==> src/rtl/boot_ctr_mc_pkg.sv <==
// rtl/boot_ctr_mc_pkg.sv - register selector and STATUS field positions for the boot/reset controller
package boot_ctr_mc_pkg;

    // Word index taken from byte address bits [3:2]
    typedef enum logic [1:0] {
        REG_BOOT     = 2'd0,
        REG_RESET    = 2'd1,
        REG_DURATION = 2'd2,
        REG_STATUS   = 2'd3
    } reg_sel_e;

    // STATUS layout: boot bits at the bottom, reset bits from bit 8 up
    localparam int STATUS_BOOT_LSB  = 0;
    localparam int STATUS_RESET_LSB = 8;

endpackage

==> src/rtl/boot_ctr_chan.sv <==
// rtl/boot_ctr_chan.sv - one core's reset-pulse counter, reset output and boot-mode latch
module boot_ctr_chan #(
    parameter int CNT_W   = 8,
    parameter int DUR_DEF = 100
) (
    input  logic             clk_i,
    input  logic             cke_i,
    input  logic             arst_i,
    input  logic             start_i,
    input  logic [CNT_W-1:0] dur_i,
    input  logic             boot_nxt_i,
    output logic             boot_o,
    output logic             reset_o
);

    localparam logic [CNT_W-1:0] CNT_RST = CNT_W'(DUR_DEF);
    localparam logic [CNT_W-1:0] CNT_ONE = CNT_W'(1);

    logic [CNT_W-1:0] cnt_q, cnt_d;
    logic             reset_q, reset_d;
    logic             boot_q, boot_d;

    // A request reloads the counter and re-latches boot mode; otherwise count down to 0 and stop
    always_comb begin
        cnt_d   = cnt_q;
        reset_d = reset_q;
        boot_d  = boot_q;
        if (start_i) begin
            cnt_d   = dur_i;
            reset_d = (dur_i != '0);
            boot_d  = boot_nxt_i;
        end else if (cnt_q != '0) begin
            cnt_d   = cnt_q - CNT_ONE;
            reset_d = (cnt_q != CNT_ONE);
        end
    end

    // Reset state is the start of the power-on pulse; cke low freezes the channel
    always_ff @(posedge clk_i or posedge arst_i) begin
        if (arst_i) begin
            cnt_q   <= CNT_RST;
            reset_q <= 1'b1;
            boot_q  <= 1'b1;
        end else if (cke_i) begin
            cnt_q   <= cnt_d;
            reset_q <= reset_d;
            boot_q  <= boot_d;
        end
    end

    assign reset_o = reset_q;
    assign boot_o  = boot_q;

endmodule

==> src/rtl/boot_ctr_mc.sv <==
// rtl/boot_ctr_mc.sv - multi-core boot/reset controller on the IOb native bus
module boot_ctr_mc #(
    parameter int ADDR_W  = 4,
    parameter int DATA_W  = 32,
    parameter int N_CPU   = 2,
    parameter int CNT_W   = 8,
    parameter int DUR_DEF = 100
) (
    input  logic                  clk_i,
    input  logic                  cke_i,
    input  logic                  arst_i,
    input  logic                  iob_avalid_i,
    input  logic [ADDR_W-1:0]     iob_addr_i,
    input  logic [DATA_W-1:0]     iob_wdata_i,
    input  logic [DATA_W/8-1:0]   iob_wstrb_i,
    output logic                  iob_rvalid_o,
    output logic [DATA_W-1:0]     iob_rdata_o,
    output logic                  iob_ready_o,
    output logic [N_CPU-1:0]      boot_o,
    output logic [N_CPU-1:0]      cpu_reset_o
);
    import boot_ctr_mc_pkg::*;

    localparam logic [CNT_W-1:0] DUR_RST = CNT_W'(DUR_DEF);
    localparam logic [CNT_W-1:0] DUR_MIN = CNT_W'(1);

    logic [N_CPU-1:0]  boot_reg_q, boot_reg_d;
    logic [CNT_W-1:0]  dur_q, dur_d;
    logic              rvalid_q, rvalid_d;
    logic [DATA_W-1:0] rdata_q, rdata_d;

    logic              wr_en;
    logic              rd_en;
    reg_sel_e          sel;
    logic [DATA_W-1:0] wmask;
    logic [DATA_W-1:0] rd_val;
    logic [CNT_W-1:0]  dur_new;
    logic [N_CPU-1:0]  start;
    logic [N_CPU-1:0]  chan_boot;
    logic [N_CPU-1:0]  chan_reset;
    logic              unused_bits;

    // Only the word select is decoded; the rest of the address is don't-care
    assign unused_bits = ^{iob_addr_i, iob_wdata_i};

    // Decode the request and expand byte strobes into a per-bit write mask
    always_comb begin
        wr_en = iob_avalid_i && (iob_wstrb_i != '0);
        rd_en = iob_avalid_i && (iob_wstrb_i == '0);
        sel   = reg_sel_e'(iob_addr_i[3:2]);
        wmask = '0;
        for (int b = 0; b < DATA_W; b++) begin
            wmask[b] = iob_wstrb_i[b/8];
        end
    end

    // Register file next-state: masked writes, DURATION never stored as zero, RESET is a strobe
    always_comb begin
        boot_reg_d = boot_reg_q;
        dur_d      = dur_q;
        dur_new    = (dur_q & ~wmask[CNT_W-1:0]) | (iob_wdata_i[CNT_W-1:0] & wmask[CNT_W-1:0]);
        start      = '0;
        if (wr_en) begin
            case (sel)
                REG_BOOT: begin
                    boot_reg_d = (boot_reg_q & ~wmask[N_CPU-1:0])
                               | (iob_wdata_i[N_CPU-1:0] & wmask[N_CPU-1:0]);
                end
                REG_RESET: begin
                    start = iob_wdata_i[N_CPU-1:0] & wmask[N_CPU-1:0];
                end
                REG_DURATION: begin
                    dur_d = (dur_new == '0) ? DUR_MIN : dur_new;
                end
                default: ;
            endcase
        end
    end

    // Read mux; value is captured in the request cycle and returned one cycle later
    always_comb begin
        rd_val = '0;
        case (sel)
            REG_BOOT:     rd_val[N_CPU-1:0] = boot_reg_q;
            REG_RESET:    rd_val[N_CPU-1:0] = chan_reset;
            REG_DURATION: rd_val[CNT_W-1:0] = dur_q;
            REG_STATUS: begin
                rd_val[STATUS_BOOT_LSB +: N_CPU]  = chan_boot;
                rd_val[STATUS_RESET_LSB +: N_CPU] = chan_reset;
            end
            default: ;
        endcase
        rvalid_d = rd_en;
        rdata_d  = rd_en ? rd_val : '0;
    end

    // Software-visible registers and read-response flops, frozen while cke is low
    always_ff @(posedge clk_i or posedge arst_i) begin
        if (arst_i) begin
            boot_reg_q <= '1;
            dur_q      <= DUR_RST;
            rvalid_q   <= 1'b0;
            rdata_q    <= '0;
        end else if (cke_i) begin
            boot_reg_q <= boot_reg_d;
            dur_q      <= dur_d;
            rvalid_q   <= rvalid_d;
            rdata_q    <= rdata_d;
        end
    end

    for (genvar g = 0; g < N_CPU; g++) begin : g_chan
        boot_ctr_chan #(
            .CNT_W   (CNT_W),
            .DUR_DEF (DUR_DEF)
        ) u_chan (
            .clk_i      (clk_i),
            .cke_i      (cke_i),
            .arst_i     (arst_i),
            .start_i    (start[g]),
            .dur_i      (dur_q),
            .boot_nxt_i (boot_reg_q[g]),
            .boot_o     (chan_boot[g]),
            .reset_o    (chan_reset[g])
        );
    end

    assign iob_ready_o  = 1'b1;
    assign iob_rvalid_o = rvalid_q;
    assign iob_rdata_o  = rdata_q;
    assign boot_o       = chan_boot;
    assign cpu_reset_o  = chan_reset;

endmodule
==> config.mk <==
export PLATFORM = sky130hd
export DESIGN_NAME = boot_ctr_mc
export DESIGN_NICKNAME = d
export VERILOG_FILES = /design/src/rtl/boot_ctr_mc_pkg.sv /design/src/rtl/boot_ctr_chan.sv /design/src/rtl/boot_ctr_mc.sv
export SDC_FILE = /design/constraint.sdc
export NUM_CORES = 1
export LEC_CHECK = 0
export ABC_AREA = 1
export ABC_CLOCK_PERIOD_IN_PS = 1500
export CORE_ASPECT_RATIO = 0.75
export CORE_UTILIZATION = 30
export CTS_CLUSTER_DIAMETER = 120
export CTS_CLUSTER_SIZE = 20
export DETAILED_ROUTE_END_ITERATION = 16
export PLACE_DENSITY = 0.54
export SLEW_MARGIN = 20
export SYNTH_ARGS = -nofsm -noshare
export SYNTH_HDL_FRONTEND = slang
export SYNTH_SLANG_ARGS = --single-unit
export TNS_END_PERCENT = 20
==> constraint.sdc <==
create_clock -name clk_i -period 1.5 [get_ports clk_i]
set_input_delay 0.3 -clock clk_i [delete_from_list [all_inputs] [get_ports clk_i]]
set_output_delay 0.3 -clock clk_i [all_outputs]
set_load 0.05 [all_outputs]
==> results.txt <==
----------------------------------------------------
[Synth]
  Post-synth top area share ... 23.6%
  Mapped Avg Cell Area ... 7.38 um2
  Top area cells in the synthesized netlist ... sky130_fd_sc_hd__dfrtp_1 24%, sky130_fd_sc_hd__nand2_1 15%, sky130_fd_sc_hd__dfstp_2 14%
  Number of flip-flops and latches in the synthesized netlist ... 41
  Unique cell type count in the Yosys netlist ... 30
  Portion of the post-synthesis area used by sequential elements ... 37.9%
  Synthesized area ... 2760 um2
  Gate Count Post-Synth ... 374
  Yosys warning count ... 0
  Largest area contributor in the netlist ... sky130_fd_sc_hd__dfrtp_1

[STA]
  Number of endpoints with negative hold slack in the final report ... 0
  Final Slew Violations ... 0
  Total negative slack ... 0 ns
  Post-route clock skew ... 0.00507 ns
  Tightest hold margin ... between 0.3 and 0.4 ns
  Unrepaired setup endpoints after global routing ... true
  # setup viols final ... 0
  Crit path time final ... 1.44 ns
  Ratio of final minimum period to clock period ... between 90% and 100%
  Achievable frequency ... 696 MHz

[Worst setup path]
  Type of element launching the critical path ... input pin
  CP Data Required Time ... 1.72 ns
  CP cell instances ... clkdlybuf4s50_1 > inv_2 > nor2_1 > buf_4 > inv_1 > o211ai_1 > nand2_1 > nand2_1
  Most used cell, CP ... sky130_fd_sc_hd__nand2_1
  Crit path kind ... input pin to register
  Worst-path fanout max ... 7
  Reg-to-reg slack, setup ... roughly 0.09 ns
  Slowest Stage Delay on Critical Path ... 0.52 ns
  Arrival @ worst endpoint ... ~1.7 ns
  Top cell family by delay on the critical path ... buffers and inverters
  Kind of end point of the critical path ... register
  Cell with the largest stage delay on the worst path ... sky130_fd_sc_hd__clkdlybuf4s50_1
  Worst path buffer plus inverter count ... 4

[Finish]
  Area added between synthesis and finish ... 37.2%
  Filler cells ... between 800 and 900
  Final Core Density ... 43.7%
  Final net count ... 490
  Share of layout cells above drive strength 1 ... 26.3%
  Post-layout instance count excluding filler cells ... 549
  Antenna Cells ... 0

[Power and ir drop]
  Power share of the clock group ... 19.4%
  Combinational power share ... 47.1%
  IR drop worst, VDD ... 0.415 mV
  Total chip power ... roughly 5.5 mW
  Seq pwr share ... 33.5%
  Leakage component of the power ... between 1.5 and 2 nW
  Fraction of power spent switching nets ... 40.8%
  Power spent charging and discharging nets ... 2.24 mW
  Power per unit of standard cell area ... 1450 nW/um2
  P_int ... 3.24 mW

[Global routing]
  Global-route wire length before repair ... 12000 um
  Most crowded layer after global routing ... met1
  Met3 Use GR ... 3.00%
  Met1 demand-to-capacity share in global routing ... around a quarter
  Overall overflow remaining after global route ... 0
  Number of antenna violations at the first check in global routing ... 0
  Maximum number of pins on one net before global-route repair ... 42
  Via count of the first global-routing pass ... 2419
  Met2 usage ... 23.8%
  Global-route usage over all layers ... 15.9%

[CTS]
  Hold buffers post-CTS ... 0
  H-tree lvl count ... 2
  Max Root-Sink Buffers ... 2
  Clock tree from TritonCTS ... done
  Root buffer cell ... sky130_fd_sc_hd__clkbuf_16
  # clock sinks ... 41
  Number of clock buffers inserted by TritonCTS ... 5
  Register clock-pin slew on the reported worst setup and hold paths ... about 0.060 ns
  Worst-skew pair later-pin latency ... 0.28 ns

[Min path]
  Hold WC Path Type ... input pin to asynchronous set/reset pin

[Floorplanning]
  Top-level port count ... 82
  Die Wd ... between 100 and 150 um
  Cell row count ... 29
  Die outline area ... approximately 9600 um2
  Height of the die ... 85.1 um
  Floorplan core area ... 8670 um2
  Initial standard-cell utilization of the core ... 31.8%

[Route]
  Drt via density ... around 4.5
  Antenna-violating nets left ... 0
  Wire length reported by the detailed router ... 7120 um
  DRC violations left ... 0
  Number of violations reported at the end of detailed-routing iteration 0 ... 130
  Number of optimization iterations in the first detailed-route pass ... 5
  Overall via count from detail_route ... about 2500
  Wirelength per Cell ... between 10 and 15 um

[Place]
  Port Buf Inserts ... 32
  HPWL after DPL ... 5510 um
  Final weighted congestion in routability-driven placement ... around 0.80
  Instance count after placement with tap cells included ... 536

[Outcome]
  Outcome ... complete, no violations

[Job]
  Number of violations of the max-capacitance limit ... 0

----------------------------------------------------
layer usage:
metal	part of all wire, %	vias up
met5	0	-
met1	54	1140
li1	-	1296
met4	0.38	0
met3	3.7	2
met2	41	55
final timing paths:
path / start / end / depth (start not counted)
hold reg to reg: dur_q[1] / dur_q[1] / 2
min in group clk_i: dur_q[1] / dur_q[1] / 2
setup / recovery: iob_addr_i[3] / iob_rdata_o[1] / 8
setup reg to reg: g_chan[1].u_chan.cnt_q[0] / g_chan[1].u_chan.cnt_q[7] / 7
max in group asynchronous: arst_i / g_chan[1].u_chan.cnt_q[5] / 3
hold / removal: arst_i / iob_rdata_o[0] / 3
logic make-up after synthesis:
| kind of cell | count (synthesis) | share of synthesized area (%) |
|---|---|---|
| other | 2 | 0.272 |
| and+or+nand+nor | 211 | 35.0 |
| buffers and inverters | 71 | 14.2 |
| adders and majority gates | 6 | 2.72 |
| DFF | 41 | 37.9 |
| AOI/OAI and AO/OA | 43 | 9.89 |
final cells by class:
class	instances	area [um2]	area share, %
Multi-Input combinational cell	283	1480	39.0
Sequential cell	41	1040	27.6
Timing Repair Buffer	74	851	22.5
Clock buffer	8	146	3.87
Tap cell	108	135	3.57
Inverter	35	134	3.54
state kept, by name, indices dropped and copies added, names as in the netlist, named ones only:
signal	count
dur_q	8
g_chan.u_chan.reset_o	2
iob_rdata_o	10
iob_rvalid_o	1
g_chan.u_chan.cnt_q	16
g_chan.u_chan.boot_o	2
power by group through the flow:
stage	clock, mW	sequential [mW]	combinational, mW
final	1.06	1.83	2.58
after floorplan	0	1.75	1.74
after global routing	1.16	1.88	2.92
after detailed placement	0	1.82	2.51
after global placement	0	1.82	2.47
after CTS	1.10	1.81	2.51
metrics by stage:
stage | cell area (um2) | setup slack [ns]
3_5_place_dp | 3510 | -0.305
2_1_floorplan | 2840 | 0.127
5_1_grt | 3790 | -0.0370
4_1_cts | 3660 | -0.000334
6_report | 3790 | 0.0626
3_3_place_gp | 3510 | -0.258
synthesized netlist by cell type:
cell and count:
sky130_fd_sc_hd__o21ai_2 4, sky130_fd_sc_hd__clkbuf_1 1, sky130_fd_sc_hd__o21a_1 1, sky130_fd_sc_hd__a21oi_1 5, sky130_fd_sc_hd__nand4_2 2, sky130_fd_sc_hd__nor2_1 22, sky130_fd_sc_hd__nand2_2 4, sky130_fd_sc_hd__o31ai_1 5
sky130_fd_sc_hd__nand4_1 5, sky130_fd_sc_hd__or2_2 2, sky130_fd_sc_hd__conb_1 2, sky130_fd_sc_hd__nand2_4 2, sky130_fd_sc_hd__nor2_2 3, sky130_fd_sc_hd__inv_1 31, sky130_fd_sc_hd__buf_6 2, sky130_fd_sc_hd__ha_1 6
sky130_fd_sc_hd__buf_4 28, sky130_fd_sc_hd__nor3_1 2, sky130_fd_sc_hd__inv_2 4, sky130_fd_sc_hd__dfrtp_1 26, sky130_fd_sc_hd__o21ai_1 5, sky130_fd_sc_hd__buf_2 5, sky130_fd_sc_hd__o21ai_4 2, sky130_fd_sc_hd__nor2_4 3
sky130_fd_sc_hd__o211ai_1 2, sky130_fd_sc_hd__nand2_1 109, sky130_fd_sc_hd__nand3_2 2, sky130_fd_sc_hd__dfstp_2 15, sky130_fd_sc_hd__o21ai_0 19, sky130_fd_sc_hd__nand3_1 55
worst reg2reg max path, delay by kind of cell (launching register included):
family                     cells  cell delay (ns)
AOI/OAI and AO/OA              1             0.29
DFF                            1             0.38
buffers and inverters          1             0.10
and+or+nand+nor                4             0.39
adders and majority gates      1             0.15
timing repair:
| item | CTS | global route |
|---|---|---|
| buffers inserted | 0 | 5 |
| resized for setup | 2 | 23 |
| setup endpoints to repair | 4 | 25 |
| pin swaps | 0 | 6 |
cells in the final DEF, fill, tap and decap left out, drive strengths merged, types with 2 or more instances in the layout:
cell and count:
a21oi 5, buf 57, clkbuf 8, clkdlybuf4s50 17
conb 23, dfrtp 26, dfstp 15, ha 6
inv 35, nand2 115, nand3 57, nand4 7
nor2 28, nor3 2, o211ai 2, o21ai 30
o31ai 5, or2 2
Power figures use the tool's default switching activity.
